===== src/rtl/leb128_imm_decoder.sv =====
// LEB128 immediate decoder: one byte per cycle, 32/64-bit, signed/unsigned.
// Define LEB_STRICT_CHECK_EN to also reject illegal unused bits in a max-length terminal byte.
module leb128_imm_decoder #(
  parameter int MAX_BYTES = 10,
  parameter int LEN_W     = 4
) (
  input  logic             clk,
  input  logic             reset,
  input  logic             start,
  input  logic             signed_mode,
  input  logic             width64,
  input  logic             in_valid,
  input  logic [7:0]       in_byte,
  output logic             in_ready,
  output logic             out_valid,
  input  logic             out_ready,
  output logic [63:0]      out_value,
  output logic [LEN_W-1:0] out_len,
  output logic             error,
  output logic             busy
);

  typedef enum logic [1:0] {
    IDLE  = 2'd0,
    ACCUM = 2'd1,
    DONE  = 2'd2
  } state_t;

  state_t             state_q;
  logic               sgn_q;
  logic               w64_q;
  logic [63:0]        acc_q;
  logic [6:0]         shift_q;
  logic [LEN_W-1:0]   count_q;
  logic               in_ready_q;
  logic               out_valid_q;
  logic [63:0]        out_value_q;
  logic [LEN_W-1:0]   out_len_q;
  logic               error_q;
  logic               busy_q;

  logic [63:0]        acc_d;
  logic [6:0]         shift_d;
  logic [LEN_W-1:0]   count_d;
  logic [63:0]        fill;
  logic [63:0]        val_w;
  logic               at_lim;
  logic               ovf;
  logic               bad_pad;

  always_comb begin
    shift_d = shift_q + 7'd7;
    count_d = count_q + LEN_W'(1);
    acc_d   = acc_q | ({57'd0, in_byte[6:0]} << shift_q);
    at_lim  = count_d == (w64_q ? LEN_W'(MAX_BYTES) : LEN_W'(5));
    ovf     = in_byte[7] & at_lim;
    bad_pad = 1'b0;
`ifdef LEB_STRICT_CHECK_EN
    if (!in_byte[7] && at_lim) begin
      unique case ({w64_q, sgn_q})
        2'b00: bad_pad = in_byte[6:4] != 3'b000;
        2'b01: bad_pad = in_byte[6:4] != {3{in_byte[3]}};
        2'b10: bad_pad = in_byte[6:1] != 6'd0;
        default: bad_pad = (in_byte[6:0] != 7'h00) &&
                           (in_byte[6:0] != 7'h7F);
      endcase
    end
`endif
    fill = '0;
    if (sgn_q && in_byte[6] &&
        shift_d < (w64_q ? 7'd64 : 7'd32))
      fill = ~64'd0 << shift_d;
    val_w = acc_d | fill;
    // 32-bit results drop everything above bit 31, then re-extend
    if (!w64_q)
      val_w = {{32{sgn_q & val_w[31]}}, val_w[31:0]};
  end

  always_ff @(posedge clk) begin
    if (reset) begin
      state_q     <= IDLE;
      sgn_q       <= 1'b0;
      w64_q       <= 1'b0;
      acc_q       <= '0;
      shift_q     <= '0;
      count_q     <= '0;
      in_ready_q  <= 1'b0;
      out_valid_q <= 1'b0;
      out_value_q <= '0;
      out_len_q   <= '0;
      error_q     <= 1'b0;
      busy_q      <= 1'b0;
    end else begin
      unique case (state_q)
        IDLE: begin
          if (start) begin
            sgn_q      <= signed_mode;
            w64_q      <= width64;
            acc_q      <= '0;
            shift_q    <= '0;
            count_q    <= '0;
            in_ready_q <= 1'b1;
            busy_q     <= 1'b1;
            state_q    <= ACCUM;
          end
        end
        ACCUM: begin
          if (in_valid) begin
            acc_q   <= acc_d;
            shift_q <= shift_d;
            count_q <= count_d;
            if (!in_byte[7] || ovf) begin
              in_ready_q  <= 1'b0;
              out_valid_q <= 1'b1;
              out_value_q <= val_w;
              out_len_q   <= count_d;
              error_q     <= ovf | bad_pad;
              state_q     <= DONE;
            end
          end
        end
        DONE: begin
          if (out_ready) begin
            out_valid_q <= 1'b0;
            busy_q      <= 1'b0;
            state_q     <= IDLE;
          end
        end
        default: state_q <= IDLE;
      endcase
    end
  end

  assign in_ready  = in_ready_q;
  assign out_valid = out_valid_q;
  assign out_value = out_value_q;
  assign out_len   = out_len_q;
  assign error     = error_q;
  assign busy      = busy_q;

endmodule


===== config.mk =====
export PLATFORM = sky130hd
export DESIGN_NAME = leb128_imm_decoder
export DESIGN_NICKNAME = d
export VERILOG_FILES = /design/src/rtl/leb128_imm_decoder.sv
export SDC_FILE = /design/constraint.sdc
export NUM_CORES = 1
export LEC_CHECK = 0
export BUFFER_PORTS_ARGS = -buffer_cell sky130_fd_sc_hd__buf_2
export CORE_UTILIZATION = 35
export DETAILED_ROUTE_END_ITERATION = 8
export MAX_ROUTING_LAYER = met4
export SYNTH_ARGS = -nofsm -noshare
export SYNTH_HDL_FRONTEND = slang
export SYNTH_SLANG_ARGS = --single-unit

===== constraint.sdc =====
create_clock -name clk -period 3.4 [get_ports clk]
set_input_delay 0.17 -clock clk [delete_from_list [all_inputs] [get_ports clk]]
set_output_delay 0.17 -clock clk [all_outputs]
set_load 0.005 [all_outputs]

## Word-level counts from Yosys, hierarchy flattened

Cells that the tools add are included.

| storage, ports and cells | value |
|---|---|
| flip-flop bits (word level) | 151 |
| bits in latches | 0 |
| RAM bits | 0 |
| ROM bits | 0 |
| input bits | 15 |
| memories | 0 |

| operators by class | value |
|---|---|
| add/subtract/negate cells | 2 |
| $mul | 0 |
| divide/modulo/power cells | 0 |
| $lt $le $gt $ge | 1 |
| eq/ne operators | 7 |
| shifts and indexed selects | 2 |
| multiplexer cells | 27 |
| bitwise logic cells | 4 |
| reductions and logical operators | 15 |

Operators with widths:

| operator | number |
|---|---|
| $mux W64 | 4 |
| $or A64 B64 Y64 | 2 |
| $pmux W64 S2 | 1 |
| $shl A64 B7 Y64 const A | 1 |
| $shl A7 B7 Y64 | 1 |
| $mux W7 | 3 |
| $pmux W7 S2 | 1 |
| $mux W4 | 3 |
| $reduce_and A4 Y1 | 3 |
| $reduce_and A3 Y1 | 3 |
| $mux W2 | 4 |
| $ne A2 B2 Y1 const B | 4 |
| $pmux W4 S2 | 1 |
| $add A7 B3 Y7 const B | 1 |
| $lt A7 B7 Y1 | 1 |
| $mux W1 | 6 |
| $pmux W1 S2 | 3 |
| $pmux W2 S3 | 1 |
| $reduce_bool A2 Y1 | 3 |
| $add A4 B1 Y4 const B | 1 |
| $eq A4 B4 Y1 | 1 |
| $and A1 B1 Y1 | 2 |
| $eq A2 B1 Y1 const B | 1 |
| $eq A2 B2 Y1 const B | 1 |
| 5 further kinds | 6 |

## Longest topological paths before layout

Gate-level depths: netlist of the first run.

| depth | value |
|---|---|
| word-level depth | 7 |
| mapped depth | 18 |

## Worst setup path after synthesis of the first run

No wires, ideal clock.

| path | value |
|---|---|
| path kind | reg-to-reg |
| start point | reg shift_q[1] |
| end point | reg out_value_q[52] (netlist: out_value[52]) |
| library setup time | 0.066 ns |
| data arrival time | 3.430 ns |
| required time | 3.334 ns |
| path slack | -0.097 ns |
| cell stages (with the launch flop) | 19 |
| buffers on the path | 6 |
| period minus slack after synthesis | 3.497 ns |
| cells stage by stage | dfxtp_1 -> buf_6 -> buf_2 -> buf_2 -> inv_1 -> ha_1 -> nor2b_1 -> clkbuf_1 -> o31ai_2 -> nand2_1 -> ha_1 -> nand3b_1 -> a21oi_1 -> a41oi_1 -> a21boi_2 -> o21a_1 -> buf_4 -> buf_8 -> a21oi_2 |

| between the ends | value |
|---|---|
| word-level cells in the longest chain between the ends | 7 |
| elaborated cells between the ends (all ways) | 10 |
| classes of those cells | add/sub (1); order compare (1); shift (2); mux (2); bitwise (3); reduce/logical (1) |

RTL lines:

| element | RTL line | text |
|---|---|---|
| start, declared | 33 | `logic [6:0] shift_q;` |
| start signal, assigned | 110 | `shift_q <= shift_d;` |
| branches (longest 4 deep; another with $add A7 B3 Y7) | -- |  |
| $or A64 B64 Y64 * | 73 | `val_w = acc_d \| fill;` |
| $and A1 B1 Y1 | 76 | `val_w = {{32{sgn_q & val_w[31]}}, val_w[31:0]};` |
| $mux W64 * | 75 | `if (!w64_q)` |
| end signal, assigned | 115 | `out_value_q <= val_w;` |
| end, declared | 37 | `logic [63:0] out_value_q;` |

Every way passes the cells marked *.
A chain may end at the register's enable or synchronous reset.

## Worst setup path after layout of the first run

| path | value |
|---|---|
| start point | reg shift_q[1] |
| end point | reg out_value_q[50] (netlist: out_value[50]) |

The elaborated chain is that of the path after synthesis.

==> flow_metrics.env, run 1 <==
export IMPL_clock_root_buffer="clkbuf_16"
export IMPL_vias_per_cell=6.01
export IMPL_min_from="start"
export IMPL_worst_pin_slew_ns=1.15
export IMPL_fp_dieArea_um2=22700
export IMPL_track_usage_pct=26.6
export IMPL_wire_per_inst_um=21.7
export IMPL_io_pins=87
export IMPL_cp_arrival_ns=3.38
export IMPL_timing_critical_path_to_type="flop"
export IMPL_period_share_pct=90.6
export IMPL_finalWeightedCongestion=1.00
export IMPL_critPathKind="reg -> reg"
export IMPL_power_total_mw=4.22
export IMPL_synth_yosys_seq_area_share_pct=39.0
export IMPL_dr_pass1_iters=6
export IMPL_synth_edff_count=0
export IMPL_grt_pass1_wl_mm=43.8
export IMPL_h_tree_depth=4
export IMPL_synth_largest_area_cell="dfxtp_1"
export IMPL_mappedNetlistNets=967
export IMPL_slew_violations=0
export IMPL_cts_buffer_depth=2
export IMPL_worstHoldPathType="in -> reg"
export IMPL_holdPathEnd="state_q[0]$_SDFFE_PP0P_"
export IMPL_die_h_um=151
export IMPL_final_hold_viol_count=0
export IMPL_ys_ff_latch=151
export IMPL_grt_ovfl_total=0
export IMPL_placed_area_um2=8530
export IMPL_antenna_cells=0
export IMPL_syn_cell_area_um2=7740
export IMPL_ctsResizeCount=0
export IMPL_ys_types=81
export IMPL_clock_sinks=151
export IMPL_core_area_um2=21800
export IMPL_peakVddDrop_mv=0.306
export IMPL_crit_path_start_kind="flop"
export IMPL_power_density_nw_per_um2=464
export IMPL_clk_latency_ns=0.43
export IMPL_nNetsFinal=1037
export IMPL_critPathMaxFanout=13
export IMPL_maxCapViolations=0
export IMPL_initial_core_util_pct=35.6
export IMPL_final_cell_mix="dfxtp_1 (151), nor2_1 (124), o21ai_0 (90), buf_2 (86), a21oi_1 (77)"
export IMPL_layout_commonest_cell="dfxtp_1"
export IMPL_num_rows=54
export IMPL_drc_errors=0
export IMPL_grt_max_degree=91
export IMPL_worst_r2r_startpoint="shift_q[1]$_SDFFE_PP0P_"
export IMPL_tritoncts="yes"
export IMPL_portBuffers=86
export IMPL_status="completed"
export IMPL_maxSlewHeadroom_pct=23.2
export IMPL_yosysWarnings=0
export IMPL_rsz0062_at_grt="no"
export IMPL_die_w_um=151
export IMPL_fin_area_um2=9100
export IMPL_grt_pass1_vias=7249
export IMPL_syn_to_final_growth_pct=17.6
export IMPL_finalSetupViolCount=0
export IMPL_dr_total_vias=7864
export IMPL_antenna_found_initial=0
export IMPL_fmax_mhz=325
export IMPL_cts_inserted_buffers=17
export IMPL_leakage_nw=3.65
export IMPL_drt_iter0_drc=1037
export IMPL_synth_top_area_share_pct=39.0
export IMPL_skew_ns=0.0106
export IMPL_ys_flop_type="dfxtp_1"
export IMPL_clk_pin_slew_ns=0.06
export IMPL_reg2reg_depth=12
export IMPL_hold_depth=3
export IMPL_worstReg2RegEnd="out_value[50]$_SDFFE_PP0P_"
export IMPL_instances_no_fill=1308
export IMPL_post_cts_buffers=0
export IMPL_placed_cells=1275
export IMPL_async_flop_share_pct=0
export IMPL_wl_mm=28.4
export IMPL_drive_gt1_share_pct=20.0
export IMPL_finalCriticalPeriod_ns=3.08
export IMPL_synthTopCellsByArea="dfxtp_1 (39%), a22oi_1 (6.0%), nor2_1 (6.0%), o21ai_0 (5.8%), a21oi_1 (5.0%)"
export IMPL_avgSynthCellArea_um2=8.18
export IMPL_fin_setup_tns_ns=0
export IMPL_required_ns=3.70
export IMPL_holdWs_ns=0.0281
export IMPL_place_hpwl_mm=19.3
export IMPL_rrSetupSlack_ns=0.32
export IMPL_synthesis_instances=947
export IMPL_postCtsHoldBufs=3
export IMPL_ant_nets=0
==> synthesized netlist by cell type (7+ instances only) <==
library cell	n
o21ai_0	90
a22oi_1	62
buf_2	18
and2_1	8
nand3_1	17
a21oi_2	10
mux2_2	8
o31ai_1	8
a211oi_1	8
nor3_1	27
nor2b_1	12
o41ai_1	7
nand2_1	47
inv_1	12
a2111oi_0	13
dfxtp_1	151
a221oi_1	10
clkbuf_1	57
a21o_1	14
a21oi_1	78
a31oi_1	20
nand2b_1	8
nor2_1	124
==> flip-flops by register name (all words and copies together) (netlist names) <==
name       cells
sgn_q          1
out_valid      1
acc_q         64
in_ready       1
error          1
busy           1
out_len        4
out_value     64
w64_q          1
shift_q        7
state_q        2
count_q        4
==> power by group <==
| group | internal, mW | total (mW) | switching, mW |
|---|---|---|---|
| clock network | 0.990 | 1.77 | 0.776 |
| registers | 1.82 | 1.85 | 0.0297 |
| logic | 0.192 | 0.607 | 0.416 |
| total | 3.00 | 4.22 | 1.22 |
==> per-layer routing <==
| layer | track usage [%] | vias up | wire length [um] | share of wire (%) |
|---|---|---|---|---|
| li1 | - | 3679 | - | - |
| met1 | 36.1 | 3757 | 12600 | 44 |
| met2 | 37.6 | 364 | 12400 | 44 |
| met3 | 5.39 | 64 | 2250 | 7.9 |
| met4 | 12.0 | 0 | 1130 | 4.0 |
| met5 | - | - | 0 | 0 |
==> critical path, stage by stage (launching register included) <==
cell and delay, ns:
dfxtp_1 0.31, inv_1 0.10, ha_1 0.18, nor2b_1 0.36
or3_1 0.23, nand2_1 0.07, ha_1 0.32, inv_1 0.07
o211ai_2 0.47, buf_4 0.30, a31oi_1 0.06, o21ai_0 0.38
a21oi_1 0.12
==> cell families after synthesis <==
kind of cell / share of synthesized area (%)
XOR/XNOR: 0.905
buffers and inverters: 5.62
adder cells (fa/ha/maj): 0.808
AND/OR/NAND/NOR: 17.4
flip-flops: 39.0
multiplexers: 2.62
AO/OA/AOI/OAI: 33.6
==> stage by stage <==
stage	util, %	setup slack (ns)
2_1_floorplan	-	0.00218
3_3_place_gp	39.2	0.432
3_5_place_dp	39.2	0.374
4_1_cts	41.8	0.372
5_1_grt	41.8	0.0667
6_report	41.8	0.321
==> final cells by class <==
class,instances,area (um^2)
sequential,151,3020
multi-input combinational,696,4310
tap,280,350
timing repair buffer,137,833
clock buffer,21,470
fill,2279,12700
inverter,14,52.6
clock inverter,9,68.8
==> worst max-delay path by stage <==
stage                                       endpoint  cells past startpoint                     from  slack, ns
after detailed placement  out_value[54]$_SDFFE_PP0P_                     12  shift_q[1]$_SDFFE_PP0P_       0.37
after global placement    out_value[53]$_SDFFE_PP0P_                     12  shift_q[0]$_SDFFE_PP0P_       0.43
after CTS                 out_value[54]$_SDFFE_PP0P_                     12  shift_q[1]$_SDFFE_PP0P_       0.37
final                     out_value[50]$_SDFFE_PP0P_                     12  shift_q[1]$_SDFFE_PP0P_       0.32
after floorplan           out_value[52]$_SDFFE_PP0P_                     17  shift_q[1]$_SDFFE_PP0P_      0.002
after global routing      out_value[54]$_SDFFE_PP0P_                     13  shift_q[1]$_SDFFE_PP0P_       0.07
No activity file was read; power rests on OpenSTA's default activity.
==> inputs of run 2 (changes only) <==
Settings changed: ABC_AREA from default to 1.
==> run 2 against run 1 <==
- utilization grew 0.22 points
- routed wire length shrank 4.7%
- combinational power grew 44%
- final cell count grew 14%
- register-to-register slack gained 0.09 ns
- sequential share of layout area grew 0.56 points
- first-iteration DRC count shrank 13%
- critical endpoint is now out_value[24]$_SDFFE_PP0P_
==> flow_metrics.env, run 2 <==
export IMPL_status="completed"
export IMPL_synth_top_area_share_pct=39.2
export IMPL_final_hold_viol_count=0
export IMPL_async_flop_share_pct=0
export IMPL_fin_area_um2=8950
export IMPL_mappedNetlistNets=1165
export IMPL_placed_area_um2=8320
export IMPL_nNetsFinal=1219
export IMPL_fp_dieArea_um2=22600
export IMPL_synth_compound_area_share_pct=20.7
export IMPL_synth_edff_count=0
export IMPL_die_h_um=150
export IMPL_dr_total_vias=8062
export IMPL_crit_chain="inv_2, ha_1, nand2_1, nand4_1, nand2_1, nand2_1, ha_1, nor2_1, nand3_1, inv_1, nand3_2, inv_2, o21ai_0, a21oi_1"
export IMPL_yosys_area_share_simple_pct=28.6
export IMPL_clock_root_buffer="clkbuf_16"
export IMPL_layout_commonest_cell="nand2_1"
export IMPL_critPathMaxFanout=21
export IMPL_combPwrFrac_pct=18.2
export IMPL_seq_area_um2=3020
export IMPL_maxCapViolations=0
export IMPL_worst_pin_slew_ns=0.980
export IMPL_grt_pass1_wl_mm=41.6
export IMPL_holdWs_ns=0.0133
export IMPL_synthAdderAreaFrac_pct=0.811
export IMPL_track_usage_pct=25.2
export IMPL_clk_pin_slew_ns=0.06
export IMPL_syn_cell_area_um2=7710
export IMPL_synth_top_family_by_area="simple AND/OR/NAND/NOR gates"
export IMPL_num_rows=53
export IMPL_synth_common_cells="nand2_1 (219), dfxtp_1 (151), o21ai_0 (147)"
export IMPL_portBuffers=86
export IMPL_timing_critical_path_to_type="flop"
export IMPL_cts_inserted_buffers=17
export IMPL_crit_path_start_kind="flop"
export IMPL_drc_errors=0
export IMPL_post_cts_buffers=0
export IMPL_synth_xor_area_share_pct=0.227
export IMPL_hold_depth=3
export IMPL_finalSetupViolCount=0
export IMPL_synthTopCellsByArea="dfxtp_1 (39%), nand2_1 (11%), o21ai_0 (9.5%), a21oi_1 (8.7%), inv_1 (5.4%)"
export IMPL_critPathKind="reg -> reg"
export IMPL_wire_per_inst_um=18.2
export IMPL_cp_arrival_ns=3.35
export IMPL_clkPwrFrac_pct=42.7
export IMPL_io_pins=87
export IMPL_synth_largest_area_cell="dfxtp_1"
export IMPL_antenna_found_initial=0
export IMPL_leakage_nw=4.15
export IMPL_antenna_cells=0
export IMPL_holdPathEnd="sgn_q$_SDFFE_PP0P_"
export IMPL_synthesis_instances=1145
export IMPL_drt_iter0_drc=899
export IMPL_clock_sinks=151
export IMPL_vias_per_cell=5.42
export IMPL_initial_core_util_pct=36.2
export IMPL_reg2reg_depth=14
export IMPL_p_int_mw=3.35
export IMPL_tritoncts="yes"
export IMPL_dr_pass1_iters=7
export IMPL_fmax_mhz=334
export IMPL_min_from="signed_mode"
export IMPL_required_ns=3.76
export IMPL_layout_setup_ws_ns=0.406
export IMPL_grt_ovfl_total=0
export IMPL_synth_mux_area_share_pct=0
export IMPL_die_w_um=150
export IMPL_worstReg2RegEnd="out_value[24]$_SDFFE_PP0P_"
export IMPL_place_hpwl_mm=19.0
export IMPL_wl_mm=27.1
export IMPL_final_cell_mix="nand2_1 (219), dfxtp_1 (151), o21ai_0 (147), a21oi_1 (134), inv_1 (110)"
export IMPL_rsz0062_at_grt="no"
export IMPL_crit_top_cell="nand2_1"
export IMPL_place_ws_ns=0.491
export IMPL_avgSynthCellArea_um2=6.74
export IMPL_switching_share_pct=30.4
export IMPL_yosys_cell_count_top_type="nand2_1"
export IMPL_peakVddDrop_mv=0.381
export IMPL_drive_gt1_share_pct=13.5
export IMPL_clk_latency_ns=0.43
export IMPL_n_fill_cell=2203
export IMPL_grt_max_degree=68
export IMPL_power_density_nw_per_um2=537
export IMPL_ys_types=40
export IMPL_syn_to_final_growth_pct=16.1
export IMPL_worst_r2r_startpoint="shift_q[0]$_SDFFE_PP0P_"
export IMPL_finalWeightedCongestion=0.960
export IMPL_cts_buffer_depth=2
export IMPL_ys_flop_type="dfxtp_1"
export IMPL_multi_input_comb_area_um2=3880
export IMPL_ys_ff_latch=151
export IMPL_slew_violations=0
export IMPL_ant_nets=0
export IMPL_slowest_stage="dfxtp_1"
export IMPL_p_seq_share_pct=39.1
export IMPL_h_tree_depth=4
export IMPL_grt_pass1_vias=7408
export IMPL_core_area_um2=21300
export IMPL_fin_setup_tns_ns=0
export IMPL_ctsResizeCount=0
export IMPL_synth_yosys_seq_area_share_pct=39.2
export IMPL_postCtsHoldBufs=0
export IMPL_rrSetupSlack_ns=0.41
export IMPL_skew_ns=0.00946
export IMPL_finalCriticalPeriod_ns=2.99
export IMPL_period_share_pct=88.1
export IMPL_worstHoldPathType="in -> reg"
export IMPL_maxSlewHeadroom_pct=34.4
export IMPL_yosysWarnings=0
export IMPL_max_stage_delay_ns=0.53
export IMPL_switchingPower_mw=1.46
export IMPL_critPathLaunch="shift_q[0]$_SDFFE_PP0P_"
==> run 2: cell types whose count changed in the layout (fill, tap and decap cells not counted), sizes merged, moves of 24 or more <==
cell,before,now
nor2,124,82
a21oi,88,136
buf,134,110
o21ai,94,150
nand3,17,75
nand2,47,223
a22oi,62,0
inv,15,122
==> run 2: area by class of cell <==
cell class,count,area share (%)
tap,275,3.84
clock buffer,23,5.23
timing repair buffer,110,6.96
multi-input combinational,799,43.4
inverter,120,5.03
sequential,151,33.8
clock inverter,9,1.82
==> run 2: metrics by stage <==
stage	power, mW	cells	util [%]
finish	4.81	1487	42.1
global route	4.98	1487	42.1
CTS	4.80	1487	42.1
detailed placement	2.77	1455	39.1
global placement	2.77	1455	39.1
floorplan	2.46	1145	-
==> run 2: worst max path at each step <==
stage                                 endpoint  slack (ns)  depth (start not counted)
detailed placement  out_value[24]$_SDFFE_PP0P_        0.49                         14
global placement    out_value[29]$_SDFFE_PP0P_        0.61                         14
CTS                 out_value[24]$_SDFFE_PP0P_        0.47                         14
floorplan           out_value[53]$_SDFFE_PP0P_        0.93                         13
global route        out_value[28]$_SDFFE_PP0P_        0.15                         14
finish              out_value[24]$_SDFFE_PP0P_        0.41                         14
==> run 2: per-layer routing <==
layer	GRT usage, %	share of wire, %	wire (um)
met5	-	0	0
met4	10.8	3.6	983
met3	4.73	8.1	2200
met2	36.6	44	11800
met1	34.1	45	12100
==> run 2: kinds of logic (layout without fill, tap and decap cells) <==
family / after synthesis / after routing
buf+inv: 195 / 262
flops: 151 / 151
xor+xnor: 2 / 2
fa+ha+maj: 5 / 5
simple gates: 486 / 486
compound gates: 306 / 306
==> run 2: power groups by stage <==
stage                     clock network, mW  logic (mW)  registers [mW]
after floorplan                           0       0.543            1.91
after CTS                              2.07       0.856            1.88
after global routing                   2.14       0.955            1.89
after global placement                    0       0.855            1.92
final                                  2.05       0.875            1.88
after detailed placement                  0       0.850            1.92
==> run 2: worst max-delay path: cells and delay by family, from the launching register on <==
| kind | cells | cell delay, ns |
|---|---|---|
| buffers and inverters | 3 | 0.65 |
| and+or+nand+nor | 7 | 0.94 |
| DFF | 1 | 0.53 |
| adders and majority gates | 2 | 0.43 |
| AOI/OAI and AO/OA | 2 | 0.35 |
==> inputs of run 3 (changes only) <==
Clock period 3.4 ns to 2.8 ns, I/O delays scaled along.
==> run 3 against run 2 <==
- non-clock buffer count grew 12
- total power grew 19%
- clock skew up 0.0019 ns
- final cell count is 0.87% higher
- critical path depth is 2 lower
- highest routed layer unchanged
==> flow_metrics.env, run 3 (synthesis gave the netlist of run 2 again) <==
export IMPL_initial_core_util_pct=36.2
export IMPL_placed_area_um2=8400
export IMPL_worstHoldPathType="in -> reg"
export IMPL_vias_per_cell=5.41
export IMPL_antenna_found_initial=0
export IMPL_clock_sinks=151
export IMPL_drive_gt1_share_pct=14.4
export IMPL_finalSetupViolCount=0
export IMPL_syn_to_final_growth_pct=17.0
export IMPL_nNetsFinal=1232
export IMPL_clk_latency_ns=0.44
export IMPL_reg2reg_depth=12
export IMPL_path_buf_inv=1
export IMPL_required_ns=3.09
export IMPL_final_hold_viol_count=0
export IMPL_cp_arrival_ns=2.87
export IMPL_power_density_nw_per_um2=635
export IMPL_grt_ovfl_total=0
export IMPL_wire_per_inst_um=18.3
export IMPL_critPathKind="reg -> reg"
export IMPL_die_w_um=150
export IMPL_layout_commonest_cell="nand2_1"
export IMPL_ant_nets=0
export IMPL_crit_chain="inv_2, ha_1, nand2_1, nand4_1, nand2_1, nand2_1, ha_1, nand2_1, nand3_2, nand2_2, a21oi_2, a21oi_1"
export IMPL_drc_errors=0
export IMPL_portBuffers=86
export IMPL_cp_top_family="simple AND/OR/NAND/NOR gates"
export IMPL_antenna_cells=0
export IMPL_fin_setup_tns_ns=0
export IMPL_maxSlewHeadroom_pct=31.6
export IMPL_grt_pass1_vias=7408
export IMPL_dr_total_vias=8117
export IMPL_drt_iter0_drc=945
export IMPL_final_cell_mix="nand2_1 (219), dfxtp_1 (151), o21ai_0 (147), a21oi_1 (134), inv_1 (110)"
export IMPL_slew_violations=0
export IMPL_grt_pass1_wl_mm=42.4
export IMPL_finalCriticalPeriod_ns=2.58
export IMPL_cts_buffer_depth=2
export IMPL_cts_inserted_buffers=17
export IMPL_maxCapViolations=0
export IMPL_rrSetupSlack_ns=0.22
export IMPL_fin_area_um2=9030
export IMPL_worst_pin_slew_ns=1.02
export IMPL_skew_ns=0.0114
export IMPL_clk_pin_slew_ns=0.07
export IMPL_io_pins=87
export IMPL_place_hpwl_mm=19.1
export IMPL_grt_max_degree=87
export IMPL_critPathMaxFanout=14
export IMPL_worst_path_stages=12
export IMPL_fmax_mhz=387
export IMPL_leakage_nw=4.19
export IMPL_clock_root_buffer="clkbuf_16"
export IMPL_fp_dieArea_um2=22600
export IMPL_tritoncts="yes"
export IMPL_timing_critical_path_to_type="flop"
export IMPL_crit_path_start_kind="flop"
export IMPL_slowest_stage="a21oi_2"
export IMPL_core_area_um2=21300
export IMPL_status="completed"
export IMPL_hold_depth=4
export IMPL_max_stage_delay_ns=0.57
export IMPL_period_share_pct=92.3
export IMPL_n_fill_cell=2250
export IMPL_finalWeightedCongestion=0.999
export IMPL_h_tree_depth=4
export IMPL_crit_top_cell="nand2_1"
export IMPL_dr_pass1_iters=6
export IMPL_num_rows=53
export IMPL_track_usage_pct=25.6
export IMPL_wl_mm=27.4
export IMPL_peakVddDrop_mv=0.485
export IMPL_die_h_um=150
[run 3: layout make-up]
| type | count | area (um^2) | area share [%] |
|---|---|---|---|
| repair buffers | 122 | 718 | 7.96 |
| clock buffers | 21 | 450 | 4.99 |
| multi-input cells | 800 | 3890 | 43.1 |
| clock inverters | 11 | 148 | 1.64 |
| inverters | 120 | 453 | 5.02 |
| well taps | 275 | 344 | 3.81 |
| flip-flops and latches | 151 | 3020 | 33.5 |
[run 3: repair_timing]
action,4_1_cts,5_1_grt
hold endpoints to repair,2,0
hold buffers,2,0
resized for setup,0,2
buffers inserted,0,0
setup endpoints to repair,0,41
[run 3: report_power, final]
group          internal, mW  switching [mW]  total (mW)
combinational         0.301           0.786        1.09
clock                  1.43           0.944        2.37
sequential             2.23          0.0456        2.28
total                  3.96            1.78        5.74
[run 3: final timing paths]
check / start / to
setup reg to reg: shift_q[0]$_SDFFE_PP0P_ / out_value[51]$_SDFFE_PP0P_
hold / removal: reset / state_q[0]$_SDFFE_PP0P_
setup / recovery: shift_q[0]$_SDFFE_PP0P_ / out_value[51]$_SDFFE_PP0P_
hold reg to reg: error$_SDFFE_PP0P_ / error$_SDFFE_PP0P_
[run 3: routing by layer]
layer	GRT usage, %	vias to the layer above	wire length, um
met3	4.42	51	1940
li1	-	3958	-
met5	-	-	0
met1	35.7	3777	12700
met2	37.6	331	12100
met4	7.78	0	688
[run 3: per-stage QoR]
stage                     cells  utilization [%]  power (mW)  hold slack, ns  worst slack, ns
after detailed placement   1465             39.5        3.37           0.440            0.176
after global routing       1500             42.4        5.95          0.0873         -0.00797
after global placement     1465             39.5        3.37           0.435            0.207
final                      1500             42.4        5.74          0.0513            0.217
after floorplan            1145                -        2.98           0.333            0.331
after CTS                  1499             42.4        5.73          0.0400            0.158
[run 3: worst reg2reg max path, stage by stage (launching register included)]
cell and delay [ns]:
dfxtp_1 0.34, inv_2 0.04, ha_1 0.20, nand2_1 0.15, nand4_1 0.10, nand2_1 0.09, nand2_1 0.09, ha_1 0.35
nand2_1 0.15, nand3_2 0.11, nand2_2 0.12, a21oi_2 0.57, a21oi_1 0.14
